===== src/rtl/lift_dispatcher.sv =====
// Hall-call dispatcher for a two-car lift bank on floors 0..10: latches hall calls,
// assigns each one to the cheaper car by a distance/direction cost and issues a one-cycle floor request.
module lift_dispatcher (
    input  logic        clk,
    input  logic        rst,
    input  logic        hall_req_valid,
    input  logic [3:0]  hall_req_floor,
    output logic        hall_req_ready,
    output logic        hall_req_err,
    input  logic [1:0]  lift_en,
    input  logic [3:0]  lift0_floor,
    input  logic [3:0]  lift1_floor,
    input  logic [1:0]  lift0_motor,
    input  logic [1:0]  lift1_motor,
    output logic [3:0]  lift0_floorReq,
    output logic [3:0]  lift1_floorReq,
    output logic [10:0] hall_lamp,
    output logic [1:0]  dbg_state
);
    localparam int         NUM_FLOORS   = 11;
    localparam logic [4:0] AWAY_PENALTY = 5'd11;
    localparam logic [3:0] NO_REQ       = 4'b1111;

    typedef enum logic [1:0] {IDLE = 2'd0, PICK = 2'd1, COST = 2'd2, ISSUE = 2'd3} state_t;

    // Handshake: a call transfers on a rising edge where hall_req_valid && hall_req_ready;
    // ready is high whenever reset is released, so there is never back-pressure.
    state_t                  state, state_nxt;
    logic [NUM_FLOORS-1:0]   pending, assigned0, assigned1;
    logic [NUM_FLOORS-1:0]   pending_nxt, assigned0_nxt, assigned1_nxt;
    logic [NUM_FLOORS-1:0]   call_mask, tgt_mask, serve0_mask, serve1_mask;
    logic [3:0]              scan_ptr, target, pick_floor;
    logic                    winner, last_win, cost_win, any_en, accept, call_ok;
    logic [4:0]              cost0, cost1, idx;

    assign hall_req_ready = rst;
    assign accept         = hall_req_valid & hall_req_ready;
    assign call_ok        = accept && (hall_req_floor <= 4'd10);
    assign hall_lamp      = pending | assigned0 | assigned1;
    assign dbg_state      = state;
    assign any_en         = |lift_en;

    function automatic logic [4:0] car_cost(input logic [3:0] tgt, input logic [3:0] floor,
                                            input logic [1:0] motor);
        logic [4:0] c;
        c = (tgt >= floor) ? {1'b0, tgt - floor} : {1'b0, floor - tgt};
        if ((motor == 2'b11 && tgt < floor) || (motor == 2'b10 && tgt > floor))
            c = c + AWAY_PENALTY;
        return c;
    endfunction

    // Round-robin search: iterate downward so the lowest offset from scan_ptr wins.
    always_comb begin
        pick_floor = scan_ptr;
        idx        = '0;
        for (int i = NUM_FLOORS - 1; i >= 0; i--) begin
            idx = {1'b0, scan_ptr} + 5'(i);
            if (idx > 5'd10)
                idx = idx - 5'd11;
            if (pending[idx[3:0]])
                pick_floor = idx[3:0];
        end
    end

    always_comb begin
        cost0 = car_cost(target, lift0_floor, lift0_motor);
        cost1 = car_cost(target, lift1_floor, lift1_motor);
        if (lift_en == 2'b01)
            cost_win = 1'b0;
        else if (lift_en == 2'b10)
            cost_win = 1'b1;
        else if (cost0 < cost1)
            cost_win = 1'b0;
        else if (cost1 < cost0)
            cost_win = 1'b1;
        else
            cost_win = ~last_win;
    end

    // A shift past bit 10 yields zero, so out-of-range floors need no extra guard.
    always_comb begin
        call_mask   = call_ok ? (11'b1 << hall_req_floor) : '0;
        tgt_mask    = 11'b1 << target;
        serve0_mask = 11'b1 << lift0_floor;
        serve1_mask = 11'b1 << lift1_floor;

        pending_nxt   = pending | (call_mask & ~(assigned0 | assigned1));
        assigned0_nxt = assigned0 & ~serve0_mask;
        assigned1_nxt = assigned1 & ~serve1_mask;
        if (state == ISSUE) begin
            pending_nxt = pending_nxt & ~tgt_mask;
            if (winner)
                assigned1_nxt = assigned1_nxt | tgt_mask;
            else
                assigned0_nxt = assigned0_nxt | tgt_mask;
        end
    end

    always_comb begin
        state_nxt = state;
        case (state)
            IDLE:    if (pending != '0 && any_en) state_nxt = PICK;
            PICK:    state_nxt = COST;
            COST:    state_nxt = any_en ? ISSUE : IDLE;
            ISSUE:   state_nxt = ((pending & ~tgt_mask) != '0) ? PICK : IDLE;
            default: state_nxt = IDLE;
        endcase
    end

    always_ff @(posedge clk or negedge rst) begin
        if (!rst) begin
            state          <= IDLE;
            pending        <= '0;
            assigned0      <= '0;
            assigned1      <= '0;
            scan_ptr       <= '0;
            target         <= '0;
            winner         <= 1'b0;
            last_win       <= 1'b1;
            hall_req_err   <= 1'b0;
            lift0_floorReq <= NO_REQ;
            lift1_floorReq <= NO_REQ;
        end else begin
            state          <= state_nxt;
            pending        <= pending_nxt;
            assigned0      <= assigned0_nxt;
            assigned1      <= assigned1_nxt;
            hall_req_err   <= accept && (hall_req_floor > 4'd10);
            lift0_floorReq <= NO_REQ;
            lift1_floorReq <= NO_REQ;
            if (state == PICK)
                target <= pick_floor;
            // The request register loads on COST->ISSUE so it is live exactly during ISSUE.
            if (state == COST && any_en) begin
                winner <= cost_win;
                if (cost_win)
                    lift1_floorReq <= target;
                else
                    lift0_floorReq <= target;
            end
            if (state == ISSUE) begin
                last_win <= winner;
                scan_ptr <= (target >= 4'd10) ? 4'd0 : target + 4'd1;
            end
        end
    end
endmodule


===== config.mk =====
export PLATFORM = sky130hd
export DESIGN_NAME = lift_dispatcher
export DESIGN_NICKNAME = d
export VERILOG_FILES = /design/src/rtl/lift_dispatcher.sv
export SDC_FILE = /design/constraint.sdc
export NUM_CORES = 1
export LEC_CHECK = 0
export BUFFER_PORTS_ARGS = -buffer_cell sky130_fd_sc_hd__clkbuf_2
export CORE_MARGIN = 2
export CORE_UTILIZATION = 45
export CTS_CLUSTER_DIAMETER = 40
export DETAILED_ROUTE_END_ITERATION = 8
export PLACE_DENSITY = 0.69
export SKIP_CTS_REPAIR_TIMING = 1
export SYNTH_ARGS = -nofsm -noshare
export SYNTH_HDL_FRONTEND = slang
export SYNTH_SLANG_ARGS = --single-unit

===== constraint.sdc =====
create_clock -name clk -period 8.79 [get_ports clk]
set_input_delay 1.758 -clock clk [delete_from_list [all_inputs] [get_ports clk]]
set_output_delay 1.758 -clock clk [all_outputs]
set_load 0.005 [all_outputs]

## Word-level counts from Yosys, hierarchy flattened

Index checks and enable logic that the tools add are counted.
W data, S select, Z words.

| word-level totals | value |
|---|---|
| bits in registers | 54 |
| input bits | 21 |
| logic and storage cells | 184 |

| operators by class | value |
|---|---|
| $add $sub $neg | 28 |
| magnitude comparators | 33 |
| equal/unequal tests | 10 |
| shift-type cells | 4 |
| mux-type cells | 67 |
| bitwise gates (word level) | 17 |
| reduce and logical (&&, ||, !) cells | 14 |

Operator list:

| kind | number |
|---|---|
| $mux W4 | 29 |
| $mux W11 | 6 |
| $or A11 B11 Y11 | 6 |
| $and A11 B11 Y11 | 5 |
| $lt A4 B5 Y1 const B | 11 |
| $gt A5 B4 Y1 const B | 10 |
| $bmux W1 S4 | 11 |
| $not A11 Y11 | 4 |
| $shl A1 B4 Y11 const A | 4 |
| $sub A4 B4 Y4 const B | 11 |
| $add A4 B4 Y5 const B | 5 |
| $reduce_bool A11 Y1 | 2 |
| $add A4 B3 Y5 const B | 4 |
| $mux W1 | 16 |
| $sub A4 B4 Y4 | 4 |
| $eq A2 B2 Y1 const B | 7 |
| $add A4 B2 Y5 const B | 2 |
| $lt A5 B5 Y1 | 2 |
| $mux W5 | 2 |
| $ge A4 B4 Y1 | 2 |
| $gt A4 B4 Y1 | 2 |
| $gt A4 B4 Y1 const B | 2 |
| $logic_and A1 B1 Y1 | 8 |
| $lt A4 B4 Y1 | 2 |
| other kinds (13) | 16 |

## Longest topological paths before layout

Gate-level depths: netlist of the first run.

| depth | value |
|---|---|
| depth in word-level cells | 16 |
| depth in mapped cells | 21 |
| depth with buffers taken out | 21 |

## Worst setup path before layout of the first run

OpenSTA, ideal clock, no wires.

| timing path | value |
|---|---|
| kind | input port to flip-flop |
| from | input lift0_floor[0] |
| to | register lift0_floorReq[3] |
| setup time | 92 ps |
| data arrival time | 5,273 ps |
| path slack | 3,426 ps |
| stages on the path | 19 |
| path buffers | 0 |
| path through | ha_1 fa_1 inv_1 a21o_1 a21oi_1 nand2_1 mux2_2 ha_1 mux2_2 ha_1 nor2b_1 o21a_1 o21ai_0 nand2b_1 a21oi_1 a31oi_1 nor2_1 o21ai_0 or3b_2 |

| on the way | value |
|---|---|
| cells in the longest elaborated chain, start to end | 11 |

Ends and longest elaborated chain:

| what | RTL line | text |
|---|---|---|
| start: declaration | 11 | `input logic [3:0] lift0_floor,` |
| $sub A4 B4 Y4, or another cell as far along | 46 | `c = (tgt >= floor) ? {1'b0, tgt - floor} : {1'b0, floor - tgt};` |
| $mux W4 or $logic_and A1 B1 Y1 (tied branches) | 46, 47 |  |
| $add A4 B4 Y5 or $logic_or A1 B1 Y1 (tied branches) | 48, 47 |  |
| $mux W5 * | 47 | `if ((motor == 2'b11 && tgt < floor) \|\| (motor == 2'b10 && tgt > floor))` |
| $lt A5 B5 Y1 | 74 | `else if (cost1 < cost0)` |
| $mux W1 | 74 |  |
| $mux W1 * | 72 | `else if (cost0 < cost1)` |
| $mux W1 * | 70 | `else if (lift_en == 2'b10)` |
| $mux W1 * | 68 | `if (lift_en == 2'b01)` |
| $mux W4 * | 136 | `if (cost_win)` |
| $mux W4 * | 134 | `if (state == COST && any_en) begin` |
| end signal: assignment | 139 | `lift0_floorReq <= target;` |
| end: declaration | 15 | `output logic [3:0] lift0_floorReq,` |

Mark *: on every way between the ends. The rest lies on a longest branch, timed or not.
A chain may end at the register's enable or synchronous reset.

## Worst setup path after layout of the first run

Ends and elaborated chain as after synthesis.

==> summary.md, run 1 <==
| Metric | Value |
|---|---|
| Outcome | completed |
| Top cells by area, synth | dfrtp_1 (15%), ha_1 (7.3%), a21oi_1 (4.8%) |
| Hold/Removal Path Class | flip-flop to flip-flop |
| Vias in the first global route | 7397 |
| Crit path top cell by count | ha_1 |
| CP Data Required Time | about 9000 ps |
| Worst slack, placed | 3000 ps |
| Initial antenna violation count | 0 |
| CP max FO | 6 |
| Placed Area | 0.00788 mm² |
| Drt total wl | 25.5 mm |
| Critical Path AT | ~5700 ps |
| Clk_skew | about 12 ps |
| DR vias/cell | between 6 and 7 |
| Placed Instances | 1201 |
| Tmin final | ~5500 ps |
| Die Height | 135 µm |
| TritonCTS clock tree | yes |
| Routability congestion estimate | 1.04 |
| Post-synth ARST share | 1.00 |
| Sequential element share of the synthesized area | 0.178 |
| Final Slew Violations | 0 |
| H-tree levels | 2 |
| WL/cell | between 20 and 25 µm |
| TritonRoute pass-1 iters | 5 |
| Fin area | 0.00805 mm² |
| Rel. slew slack | 0.316 |
| Worst setup SP type | primary input |
| PortBufs | 43 |
| Dominant synthesized flop cell | dfrtp_1 |
| R2R setup slack | 3470 ps |
| Mapped Avg Cell Area | ~7.7 µm² |
| Syn-to-layout area delta | 4.96% |
| ANT cells | 0 |
| Max Fclk | 181 MHz |
| Syn Inst Count | approximately 1000 |
| R2R depth | 13 |
| Clk sinks | 54 |
| Actual slew at the worst max-slew pin | approximately 1000 ps |
| Worst Hold Path Cells | 2 |
| Layout net count | roughly 1100 |
| Number of enable flip-flop cells after synthesis | 0 |
| Die area | around 0.018 mm² |
| Count of cell types in the netlist | 99 |
| Hold path start | last_win$_DFFE_PN1N_ |
| Setup ws final | ~3300 ps |
| GRT overflow | 0 |
| Worst-path clk slew | roughly 70 ps |
| Number of DRC markers in iteration 0 | approximately 880 |
| # fillers | 1619 |
| # rows | 47 |
| First-pass GRT wire length | about 41 mm |
| Layout cells sized above 1 | 0.124 |
| Worst path max stage delay | 490 ps |
| Vias | 7897 |
| CP cell instances | clkbuf_2 -> ha_1 -> fa_1 -> inv_1 -> a21o_1 -> a21oi_1 -> nand2_1 -> mux2_2 -> ha_1 -> mux2_2 -> ha_1 -> nor2b_1 -> o21a_1 -> o21ai_0 -> nand2b_1 -> a21oi_1 -> a31oi_1 -> nor2_1 -> o21ai_0 -> or3b_2 |
| Crit Reg-Reg Endpoint | target[0]$_DFFE_PN0N_ |
| Setup CP Type | primary input to flip-flop |
| Hold Fails Final Rpt | 0 |
| Antenna viol nets, final | 0 |
| Number of storage elements in the synthesis netlist | 54 |
| Core area | approximately 0.017 mm² |
| DP HPWL | roughly 18 mm |
| Setup crit end kind | flip-flop |
| Setup TNS | 0 ps |
| Largest net degree at the start of global routing | 58 |
| RSZ-0062 raised after global routing | false |
| Clock root buffer | clkbuf_16 |
| Die Wd | approximately 130 µm |
| Setup violations, final | 0 |
| Yosys top cell area share | 0.147 |
| Net count after synthesis | around 1100 |
| Initial Util | 0.461 |
| DRC | 0 |
| Crit share post-route | 0.627 |
| Non-filler instance count after layout | between 1000 and 1500 |
| CTS Buffer Depth | 2 |
| Max-cap viol count | 0 |
| Clk_lat worst skew | about 300 ps |
| All-Layer GR Usage | 0.283 |
| Slowest CP cell | or3b_2 |
| R2R Path Start | scan_ptr[0]$_DFFE_PN0N_ |
| Num CTS Buffers | 5 |
| Synthesis Warnings | 0 |
| Ports | 44 |
| Cell taking the most area after synthesis | dfrtp_1 |
| Post-Syn Area | 0.00767 mm² |
| Worst Hold End | last_win$_DFFE_PN1N_ |
-- cell type report --
cell class              count  area, µm²  area share
multi-input cells         844       5850       0.727
well taps                 220        275      0.0342
inverters                  32        120      0.0149
flip-flops and latches     54       1360       0.169
clock buffers               6        129      0.0160
clock inverters             2       37.5     0.00466
repair buffers             51        275      0.0342
-- worst max-delay path: cells and delay by family --
family / cells / cell delay [ps]
AO/OA/AOI/OAI: 7 / 1070
adder cells (fa/ha/maj): 4 / 1180
buffers and inverters: 2 / 170
multiplexers: 2 / 640
AND/OR/NAND/NOR: 5 / 900
-- Yosys cell counts, types with 7 or more instances --
cell type,count
o211ai_1,13
a211o_1,9
o21a_1,11
dfrtp_1,45
buf_2,18
nand2b_1,16
buf_6,7
and3_1,9
nor2_1,83
o21ai_0,56
a21o_1,13
clkbuf_1,30
nor2b_1,27
a22o_1,11
o31ai_1,22
and2_1,8
a211oi_1,7
or3_1,12
o21ai_1,7
a31oi_1,15
ha_1,45
nand3_1,39
xnor2_1,24
o22ai_1,8
mux2i_1,30
mux2_2,10
nor3b_1,8
inv_1,30
a21oi_1,73
dfstp_2,9
nand2_1,93
nand4_1,8
xor2_1,7
nor3_1,35
-- kinds of logic (layout without fill, tap and decap cells) --
logic type	after synthesis	in the layout	synth area share
AOI/OAI and AO/OA	338	338	0.314
DFF	54	54	0.178
xor gates and xnor gates	37	37	0.0504
muxes	46	46	0.0715
buffers and inverters	97	91	0.0597
adders and majority gates	49	49	0.0839
and+or+nand+nor	374	374	0.243
-- registers in the layout, indices dropped and copies added, names as in the netlist --
signal and flops:
dbg_state 2, target 4, last_win 1, assigned0 11, hall_req_err 1, lift1_floorReq 4, lift0_floorReq 4, scan_ptr 4
pending 11, assigned1 11, winner 1
-- worst max-delay path by stage --
stage                   start                     endpoint
3_3_place_gp   lift0_floor[0]  lift0_floorReq[3]$_DFF_PN1_
3_5_place_dp   lift0_floor[0]  lift0_floorReq[3]$_DFF_PN1_
4_1_cts        lift0_floor[0]  lift0_floorReq[3]$_DFF_PN1_
6_report       lift0_floor[0]  lift0_floorReq[3]$_DFF_PN1_
5_1_grt        lift0_floor[0]  lift0_floorReq[3]$_DFF_PN1_
2_1_floorplan  lift0_floor[0]  lift0_floorReq[3]$_DFF_PN1_
-- per-stage QoR --
step	hold slack, ps	util
final	480	0.484
after global routing	514	0.484
after CTS	482	0.484
after detailed placement	464	0.474
after global placement	461	0.474
after floorplan	436	-
-- layer usage --
layer  global-route usage  routed length, µm  vias up
li1                     -                  -     3692
met1                0.394              10900     3693
met2                0.439              11200      443
met3               0.0443               2490       69
met4                0.116                911        0
met5                    0                  0        -
-- placed cells by master (no fill, tap or decap), types with 13 or more instances in the layout --
master / instances
a21o_1: 13
clkbuf_2: 43
o211ai_1: 13
dfrtp_1: 44
o21ai_0: 56
nor2_1: 83
xnor2_1: 24
nor3_1: 35
ha_1: 45
a21oi_1: 73
inv_1: 30
a31oi_1: 15
nand2b_1: 16
nand3_1: 39
nand2_1: 93
o31ai_1: 22
nor2b_1: 27
mux2i_1: 30
Power of run 1 is not shown: default switching activity piles up to over one toggle a cycle in this logic, so the estimate is an artifact.
==> run 2, diff against run 1 <==
==> constraint.sdc (replaced) <==
create_clock -name clk -period 5.3 [get_ports clk]
set_input_delay 1.06 -clock clk [delete_from_list [all_inputs] [get_ports clk]]
set_output_delay 1.06 -clock clk [all_outputs]
set_load 0.005 [all_outputs]
==> run 2 against run 1 <==
  * Core utilization rose by 0.79 points
  * Via count is 1.5% higher
  * First-iteration DRC count increased by 11%
  * Global-route usage increased by 0.59 points
  * Clock skew down 1.9 ps
  * Final cell count is 1.2% higher
  * Die area is the same
  * Design area rose by 1.6%
  * Routed wire length increased by 3.6%
  * Register-to-register slack worse by 2800 ps
  * Hold slack better by 2.3 ps
  * Critical path type unchanged
  * Highest routed layer unchanged
==> summary.md, run 2 (synthesis gave the netlist of run 1 again) <==
| Metric | Value |
|---|---|
| Worst path max stage delay | 470 ps (was 490 ps) |
| Slowest CP cell | or3b_2 (unchanged) |
| Hold Fails Final Rpt | 0 (unchanged) |
| Crit share post-route | 0.883 |
| Core area | 0.0166 mm² (unchanged) |
| Clk_skew | 9.83 ps (was 11.7 ps) |
| ANT cells | 0 (unchanged) |
| Worst-path clk slew | 80 ps (was 70 ps) |
| Setup crit end kind | flip-flop (unchanged) |
| Antenna viol nets, final | 0 (unchanged) |
| CP Data Required Time | 5530 ps (was 9000 ps) |
| Hold/Removal Path Class | flip-flop to flip-flop (unchanged) |
| Die Wd | 135 µm (unchanged) |
| RSZ-0062 raised after global routing | false (unchanged) |
| Crit path top cell by count | ha_1 (unchanged) |
| Setup violations, final | 0 (unchanged) |
| Actual slew at the worst max-slew pin | 829 ps (was 1000 ps) |
| CP max FO | 4 (was 6) |
| Top Registers | assigned0 x11, assigned1 x11, pending x11 (unchanged) |
| Die Height | 135 µm (unchanged) |
| TritonRoute pass-1 iters | 6 (was 5) |
| Vias in the first global route | 7455 (was 7397) |
| Layout cells sized above 1 | 0.138 (was 0.124) |
| GRT overflow | 0 (unchanged) |
| CP cell instances | clkbuf_2 -> ha_1 -> fa_1 -> inv_1 -> a21o_1 -> a21oi_1 -> nand2_1 -> mux2_2 -> ha_1 -> mux2_2 -> ha_1 -> nor2b_1 -> o21a_1 -> o21ai_0 -> nand2b_1 -> a21oi_1 -> a31oi_1 -> nor2_1 -> o21ai_0 -> or3b_2 (unchanged) |
| DP HPWL | 19.4 mm (was 18.4 mm) |
| # fillers | 1611 (was 1619) |
| Outcome | completed (unchanged) |
| CTS Buffer Depth | 2 (unchanged) |
| Most common cell after layout, fill and taps aside | nand2_1 (unchanged) |
| Syn-to-layout area delta | 6.67% (was 4.96%) |
| Number of DRC markers in iteration 0 | 976 (was 876) |
| Commonest non-fill, non-tap cells in the layout | nand2_1 (93), nor2_1 (83), a21oi_1 (73) (unchanged) |
| Clk sinks | 54 (unchanged) |
| R2R Path Start | scan_ptr[2]$_DFFE_PN0N_ (was scan_ptr[0]$_DFFE_PN0N_) |
| Setup CP Type | primary input to flip-flop (unchanged) |
| DR vias/cell | 6.55 (was 6.53) |
| Worst Setup SP | lift0_floor[0] (unchanged) |
| # rows | 47 (unchanged) |
| WL/cell | 21.6 µm (was 21.1 µm) |
| First-pass GRT wire length | 41.2 mm (was 40.5 mm) |
| Critical Path AT | 4910 ps (was 5720 ps) |
| Layout net count | 1073 (was 1058) |
| H-tree levels | 2 (unchanged) |
| Die area | 0.0181 mm² (unchanged) |
| DRC | 0 (unchanged) |
| Initial Util | 0.461 (unchanged) |
| Final Slew Violations | 0 (unchanged) |
| Setup TNS | 0 ps (unchanged) |
| Num CTS Buffers | 5 (unchanged) |
| Worst setup SP type | primary input (unchanged) |
| Vias | 8012 (was 7897) |
| Max-cap viol count | 0 (unchanged) |
| Max Fclk | 214 MHz |
| Tmin final | between 4000 and 5000 ps |
| Drt total wl | 26.4 mm (was 25.5 mm) |
| All-Layer GR Usage | 0.289 (was 0.283) |
| Rel. slew slack | 0.433 (was 0.316) |
| Routability congestion estimate | 1.03 (was 1.04) |
| Ports | 44 (unchanged) |
| Largest net degree at the start of global routing | 72 (was 58) |
| Clk_lat worst skew | 300 ps (about the same) |
| TritonCTS clock tree | yes (unchanged) |
| Hold path start | last_win$_DFFE_PN1N_ (unchanged) |
| Initial antenna violation count | 0 (unchanged) |
| Clock root buffer | clkbuf_16 (unchanged) |
| PortBufs | 43 (unchanged) |
[run 2: layout make-up]
type,instances,area (µm²),share of cell area
sequential,54,1360,0.167
timing repair buffer,66,400,0.0489
clock inverter,3,47.5,0.00581
clock buffer,5,125,0.0153
multi-input combinational,844,5850,0.715
tap,220,275,0.0336
inverter,32,120,0.0147
[run 2: per-layer routing]
metal  track usage  up-vias  share of wire  wire length, µm
met5             0        -              0                0
met4        0.0842        0          0.032              843
met2         0.460      429           0.44            11700
met1         0.409     3799           0.43            11400
li1              -     3725              -                -
met3        0.0405       59          0.096             2540
[run 2: worst max-delay path, delay by kind of cell]
| family | cells | cell delay, ps |
|---|---|---|
| compound gates | 7 | 920 |
| fa+ha+maj | 4 | 1180 |
| buf+inv | 2 | 180 |
| mux | 2 | 660 |
| simple gates | 5 | 900 |
[run 2: final timing paths]
path | end | slack (ps) | depth (start not counted)
max in group asynchronous | lift1_floorReq[2]$_DFF_PN1_ | 3620 | 2
worst min register to register | last_win$_DFFE_PN1N_ | 480 | 2
worst max-delay path | lift0_floorReq[3]$_DFF_PN1_ | 620 | 20
worst max register to register | target[0]$_DFFE_PN0N_ | 660 | 14
min in group asynchronous | target[0]$_DFFE_PN0N_ | 750 | 1
worst min-delay path | last_win$_DFFE_PN1N_ | 480 | 2
[run 2: stage by stage]
step                setup slack, ps  cell area [µm²]  utilization  instances  hold WS (ps)
floorplan                       634             7670            -        995           436
global placement                422             8010        0.481       1216           466
detailed placement              328             8010        0.481       1216           471
CTS                             627             8180        0.492       1224           482
global route                    370             8180        0.492       1224           485
finish                          620             8180        0.492       1224           483
Power of run 2 is left out for the same reason.
